`config.mk`:
```
export PLATFORM = sky130hd
export DESIGN_NAME = regfile_tagged
export DESIGN_NICKNAME = d
export VERILOG_FILES = /design/src/rtl/regfile_tagged_pkg.sv /design/src/rtl/regfile_rd_port.sv /design/src/rtl/regfile_tagged.sv
export SDC_FILE = /design/constraint.sdc
export NUM_CORES = 2
export LEC_CHECK = 0
export BUFFER_PORTS_ARGS = -buffer_cell sky130_fd_sc_hd__buf_2
export CAP_MARGIN = 20
export CORE_ASPECT_RATIO = 1.75
export CORE_MARGIN = 10
export CORE_UTILIZATION = 45
export DETAILED_ROUTE_END_ITERATION = 8
export PLACE_DENSITY_LB_ADDON = 0.1
export SYNTH_ARGS = -nofsm -noshare
export SYNTH_HDL_FRONTEND = slang
export SYNTH_SLANG_ARGS = --single-unit
```
`constraint.sdc`:
```
create_clock -name clk -period 2.86 [get_ports clk]
set_input_delay 0.143 -clock clk [delete_from_list [all_inputs] [get_ports clk]]
set_output_delay 0.143 -clock clk [all_outputs]
set_load 0.05 [all_outputs]
```
`src/rtl/regfile_tagged_pkg.sv`:
```
// Shared constants and types for the tagged register file.
package regfile_tagged_pkg;

    localparam int XLEN_DEF  = 32;
    localparam int NREG_DEF  = 32;
    localparam int NRD_DEF   = 2;
    localparam int TAG_W_DEF = 4;
    localparam int AW_DEF    = $clog2(NREG_DEF);

    localparam logic [XLEN_DEF-1:0] ZERO_WORD = '0;

    // Enable levels for the one-bit enable inputs
    localparam logic EN_ON  = 1'b1;
    localparam logic EN_OFF = 1'b0;

    // Producer (ROB index) tag at the default width
    typedef logic [TAG_W_DEF-1:0] tag_t;

endpackage

```
`src/rtl/regfile_rd_port.sv`:
```
// One read port: applies reset/disable/x0 zeroing and the same-cycle commit
// bypass to the entry selected by the top.
module regfile_rd_port
    import regfile_tagged_pkg::*;
#(
    parameter int XLEN  = XLEN_DEF,
    parameter int AW    = AW_DEF,
    parameter int TAG_W = TAG_W_DEF
) (
    input  logic             rst,
    input  logic             rd_en,
    input  logic [AW-1:0]    rd_addr,
    input  logic [XLEN-1:0]  reg_data,
    input  logic             reg_busy,
    input  logic [TAG_W-1:0] reg_tag,
    input  logic             cmt_en,
    input  logic [AW-1:0]    cmt_addr,
    input  logic [TAG_W-1:0] cmt_tag,
    input  logic [XLEN-1:0]  cmt_data,
    output logic [XLEN-1:0]  rd_data,
    output logic             rd_busy,
    output logic [TAG_W-1:0] rd_tag
);

    logic bypass_hit;

    // A commit bypasses only when it is the producer the entry is waiting on
    assign bypass_hit = (cmt_en == EN_ON) && (cmt_addr == rd_addr) &&
                        reg_busy && (reg_tag == cmt_tag);

    // Output mux: zero when idle/reset/x0, else bypass or stored state
    always_comb begin
        rd_data = '0;
        rd_busy = 1'b0;
        rd_tag  = '0;
        if (!rst && (rd_en == EN_ON) && (rd_addr != '0)) begin
            if (bypass_hit) begin
                rd_data = cmt_data;
            end else begin
                rd_data = reg_data;
                rd_busy = reg_busy;
                rd_tag  = reg_busy ? reg_tag : '0;
            end
        end
    end

endmodule

```
`src/rtl/regfile_tagged.sv`:
```
// Register file with per-register busy bit and producer tag for the
// out-of-order core. Reads are combinational, so storage lives in flops.
module regfile_tagged
    import regfile_tagged_pkg::*;
#(
    parameter int XLEN  = XLEN_DEF,
    parameter int NREG  = NREG_DEF,
    parameter int NRD   = NRD_DEF,
    parameter int TAG_W = TAG_W_DEF,
    localparam int AW   = $clog2(NREG)
) (
    input  logic                 clk,
    input  logic                 rst,
    input  logic [NRD-1:0]       rd_en,
    input  logic [NRD*AW-1:0]    rd_addr,
    output logic [NRD*XLEN-1:0]  rd_data,
    output logic [NRD-1:0]       rd_busy,
    output logic [NRD*TAG_W-1:0] rd_tag,
    input  logic                 ren_en,
    input  logic [AW-1:0]        ren_addr,
    input  logic [TAG_W-1:0]     ren_tag,
    input  logic                 cmt_en,
    input  logic [AW-1:0]        cmt_addr,
    input  logic [TAG_W-1:0]     cmt_tag,
    input  logic [XLEN-1:0]      cmt_data,
    input  logic                 flush
);

    logic [XLEN-1:0]  data_q [NREG];
    logic             busy_q [NREG];
    logic [TAG_W-1:0] tag_q  [NREG];

    genvar gi;

    // Per-register storage; entry 0 is constant zero and never busy
    generate
        for (gi = 0; gi < NREG; gi++) begin : g_reg
            if (gi == 0) begin : g_zero
                assign data_q[gi] = '0;
                assign busy_q[gi] = 1'b0;
                assign tag_q[gi]  = '0;
            end else begin : g_live
                logic [XLEN-1:0]  data_reg;
                logic             busy_reg;
                logic [TAG_W-1:0] tag_reg;
                logic             ren_hit;
                logic             cmt_hit;

                assign ren_hit = (ren_en == EN_ON) && (ren_addr == AW'(gi));
                assign cmt_hit = (cmt_en == EN_ON) && (cmt_addr == AW'(gi));

                // Commit always writes data; flush beats rename beats
                // a tag-matched commit for the busy/tag pair
                always_ff @(posedge clk) begin
                    if (rst) begin
                        data_reg <= '0;
                        busy_reg <= 1'b0;
                        tag_reg  <= '0;
                    end else begin
                        if (cmt_hit) begin
                            data_reg <= cmt_data;
                        end
                        if (flush) begin
                            busy_reg <= 1'b0;
                            tag_reg  <= '0;
                        end else if (ren_hit) begin
                            busy_reg <= 1'b1;
                            tag_reg  <= ren_tag;
                        end else if (cmt_hit && busy_reg && (tag_reg == cmt_tag)) begin
                            busy_reg <= 1'b0;
                            tag_reg  <= '0;
                        end
                    end
                end

                assign data_q[gi] = data_reg;
                assign busy_q[gi] = busy_reg;
                assign tag_q[gi]  = tag_reg;
            end
        end
    endgenerate

    // Read ports: select the addressed entry and hand it to the port mux
    generate
        for (gi = 0; gi < NRD; gi++) begin : g_rd
            logic [AW-1:0] addr;
            assign addr = rd_addr[gi*AW +: AW];

            regfile_rd_port #(
                .XLEN  (XLEN),
                .AW    (AW),
                .TAG_W (TAG_W)
            ) u_port (
                .rst      (rst),
                .rd_en    (rd_en[gi]),
                .rd_addr  (addr),
                .reg_data (data_q[addr]),
                .reg_busy (busy_q[addr]),
                .reg_tag  (tag_q[addr]),
                .cmt_en   (cmt_en),
                .cmt_addr (cmt_addr),
                .cmt_tag  (cmt_tag),
                .cmt_data (cmt_data),
                .rd_data  (rd_data[gi*XLEN +: XLEN]),
                .rd_busy  (rd_busy[gi]),
                .rd_tag   (rd_tag[gi*TAG_W +: TAG_W])
            );
        end
    endgenerate

endmodule

```
==> reports/results.tsv <==
stage	metric	value	unit
route	ANT nets after route	0	
timing	worst setup margin	-1.04	ns
timing	fin. max-slew vios	0	
logic_synthesis	synth unique cells	66	
die	Die H	510	um
place	cell count after placement	8803	
die	# rows	179	
die	Die X	300	um
critical_path	arrival time worst endpoint	3.75	ns
timing	Fmax	257	MHz
timing	worst hold slack	0.0881	ns
die	Starting Density	45.3	%
route	Routed WL	269000	um
logic_synthesis	sequential-to-total area share from yosys stat	37.2	%
route	DRT Pass-1 Iters	8	
logic_synthesis	Synth top cells by count	nand2_1, a21oi_1, dfxtp_1	
logic_synthesis	syn nets	7123	
cts	clock root buffer	clkbuf_16	
critical_path	CP bufs+invs	3	
logic_synthesis	cell with the most instances after synthesis	nand2_1	
die	number of I/O pins	141	
critical_path	Crit-path slowest cell	mux4_2	
critical_path	Crit Path Max Fanout	9	
pwr	leakage	24.5	nW
cts	Worst-path clk slew	0.08	ns
logic_synthesis	share of the synthesized area in the top cell type	37.2	%
finish	max reg flops	992	
worst_hold_path	Worst Hold Class	in -> reg	
timing	Tmin final	3.90	ns
logic_synthesis	Post-synth EDFFs	0	
pwr	pwr dens	495	nW/um^2
grt	total congestion overflow	0	
route	WL/cell	29.5	um
die	die area	153000	sq um
finish	post-route insts no fill	9101	
timing	period utilization	136	%
logic_synthesis	Mapped Cells	7056	
run_status	failing checks	negative setup slack	
place	RePlAce Congestion	0.988	
grt	first-pass GRT wire length	384000	um
route	DRC	0	
finish	Area Overhead vs Synth	19.2	%
logic_synthesis	multiplexer share of the synthesized area	25.0	%
critical_path	Crit path top cell by count	buf_12	
critical_path	CP Launch Type	flop	
critical_path	Critical Path, Cell by Cell	mux4_2, o211ai_1, nand4_1, xor2_2, or4_4, buf_12, buf_16, o21ai_4, a21oi_2, buf_12	
route	DR vias/cell	6.25	
timing	Rel. slew slack	27.3	%
finish	fraction of layout cells with a size suffix above 1	24.1	%
critical_path	CP Capture Type	output port	
place	I/O Buffers	140	
timing	clk_skew	0.0190	ns
cts	Clock Path Buffers	3	
critical_path	CP Class	reg -> out	
finish	Filler cells	12400	
cts	later-pin clock latency in the skew report	0.76	ns
finish	Final Util	54.0	%
logic_synthesis	Mean Syn Cell Area	8.75	sq um
route	initial DRC count	6307	
timing	worst slew pin tran	1.09	ns
logic_synthesis	fraction of the mapped netlist area in adder cells	0	%
critical_path	Crit. path cell count	10	
timing	Final setup violation count	74	
run_status	status	complete, but fails checks	
cts	Sinks on Clock Net	1147	
logic_synthesis	Synth Area in Compound Gates	12.0	%
pwr	Max VDD drop	0.503	mV
job	max cap viols	0	
grt	vias in the first global route	55300	
grt	largest net degree at the start of global routing	206	
cts	H-tree levels	3	
grt	initial antenna violation count	9	
logic_synthesis	top cells by area, synth	dfxtp_1, mux4_2, nand2_1, a21oi_1, clkbuf_1	
cts	CTS tree	yes	
critical_path	Top delay family on crit path	simple AND/OR/NAND/NOR gates	
logic_synthesis	#FFs+latches synth	1147	
critical_path	cells on worst reg2reg path	7	
critical_path	slowest stage delay, CP	0.59	ns
finish	# nets final	7264	
logic_synthesis	ys async rst share	0	%
logic_synthesis	area leader, netlist	dfxtp_1	
worst_hold_path	hold depth	3	
logic_synthesis	largest family of logic cells by synthesized area	multiplexers	
timing	Setup TNS	-66.99	ns
logic_synthesis	xor and xnor area share after synthesis	2.00	%
place	DP Wirelength	166000	um
logic_synthesis	Primary FF master, synth	dfxtp_1	
cts	CTS buffer count	114	
logic_synthesis	area of the mapped netlist	61700	sq um
grt	Global Route Usage Sum	34.1	%
logic_synthesis	Yosys Warn Count	0	
timing	Fin. Hold Viols	0	
place	Place WS	-0.473	ns
critical_path	Worst EP required	2.72	ns
logic_synthesis	Simple-Gate Fraction of Synth Area	18.6	%
route	Via Count	56900	
timing	RSZ-0062 raised after global routing	yes	
die	CORE AREA	136000	sq um
-- cell families after synthesis --
| group | count (synthesis) |
|---|---|
| AOI/OAI and AO/OA | 1404 |
| muxes | 785 |
| DFF | 1147 |
| xor gates and xnor gates | 141 |
| and+or+nand+nor | 2826 |
| buffers and inverters | 753 |
-- placed cells by master, fill, tap and decap left out, drive strengths merged, types with 27 or more instances in the layout --
| cell type | Yosys | routed |
|---|---|---|
| mux2i | 161 | 161 |
| nor3 | 50 | 50 |
| nand2 | 2272 | 2272 |
| o211ai | 27 | 27 |
| nor3b | 97 | 97 |
| xnor2 | 99 | 99 |
| xor2 | 42 | 42 |
| nand3 | 103 | 103 |
| mux4 | 601 | 601 |
| clkbuf | 542 | 172 |
| nand2b | 33 | 33 |
| buf | 168 | 691 |
| o21ai | 110 | 110 |
| dlygate4sd3 | 0 | 42 |
| nor2 | 211 | 211 |
| dfxtp | 1147 | 1147 |
| inv | 40 | 48 |
| a21oi | 1177 | 1177 |
-- stage by stage --
stage | instance area (sq um) | total power [mW]
3_3_place_gp | 67600 | 19.9
6_report | 73500 | 36.4
4_1_cts | 73000 | 36.4
2_1_floorplan | 62300 | 18.6
3_5_place_dp | 67600 | 20.0
5_1_grt | 73500 | 37.2
-- worst register-to-register path, cell delays in order (launching register included) --
cell and delay, ns:
dfxtp_1 0.45, buf_4 0.20, xnor2_1 0.12, nand3_1 0.09
nor3_1 0.47, inv_1 0.09, a21oi_1 0.19, nor2_1 0.05
-- report_power, final --
part	switching [mW]	total (mW)	internal, mW
Sequential	0.0801	16.2	16.1
Clock	7.01	16.5	9.52
Combinational	2.46	3.71	1.25
-- cell type report --
| type | count | area, sq um | share of cell area (%) |
|---|---|---|---|
| inverter | 42 | 165 | 0.225 |
| clock inverter | 40 | 609 | 0.829 |
| sequential | 1147 | 23000 | 31.3 |
| tap | 1810 | 2260 | 3.08 |
| antenna | 1 | 2.50 | 0.00340 |
| multi-input combinational | 5156 | 36900 | 50.2 |
| clock buffer | 169 | 3420 | 4.65 |
| timing repair buffer | 736 | 7150 | 9.72 |
-- worst paths after layout --
check	end	from	slack, ns
worst max-delay path	rd_data[44]	g_reg[11].g_live.tag_reg[3]$_SDFFE_PP0P_	-1.04
worst min-delay path	g_reg[31].g_live.tag_reg[3]$_SDFFE_PP0P_	ren_tag[3]	0.09
worst max register to register	g_reg[4].g_live.busy_reg$_SDFFE_PP0P_	g_reg[4].g_live.tag_reg[1]$_SDFFE_PP0P_	1.07
worst min register to register	g_reg[11].g_live.data_reg[28]$_SDFFE_PP0N_	g_reg[11].g_live.data_reg[28]$_SDFFE_PP0N_	0.46
-- layer usage --
layer,share of wire [%],up-vias,track usage [%]
li1,-,24900,-
met1,35,27900,39.5
met2,48,3129,56.5
met3,9.3,1012,6.51
met4,8.3,12,23.9
met5,0.032,-,0
-- repair_timing --
action                                 CTS  global route
endpoints found under the hold margin  993             0
gates cloned                             5             4
gates resized for setup                201            76
setup buffers                           29            16
pin swaps                               21            31
hold buffers                            42             0
setup endpoints to repair               74            74
Power figures use the tool's default switching activity.
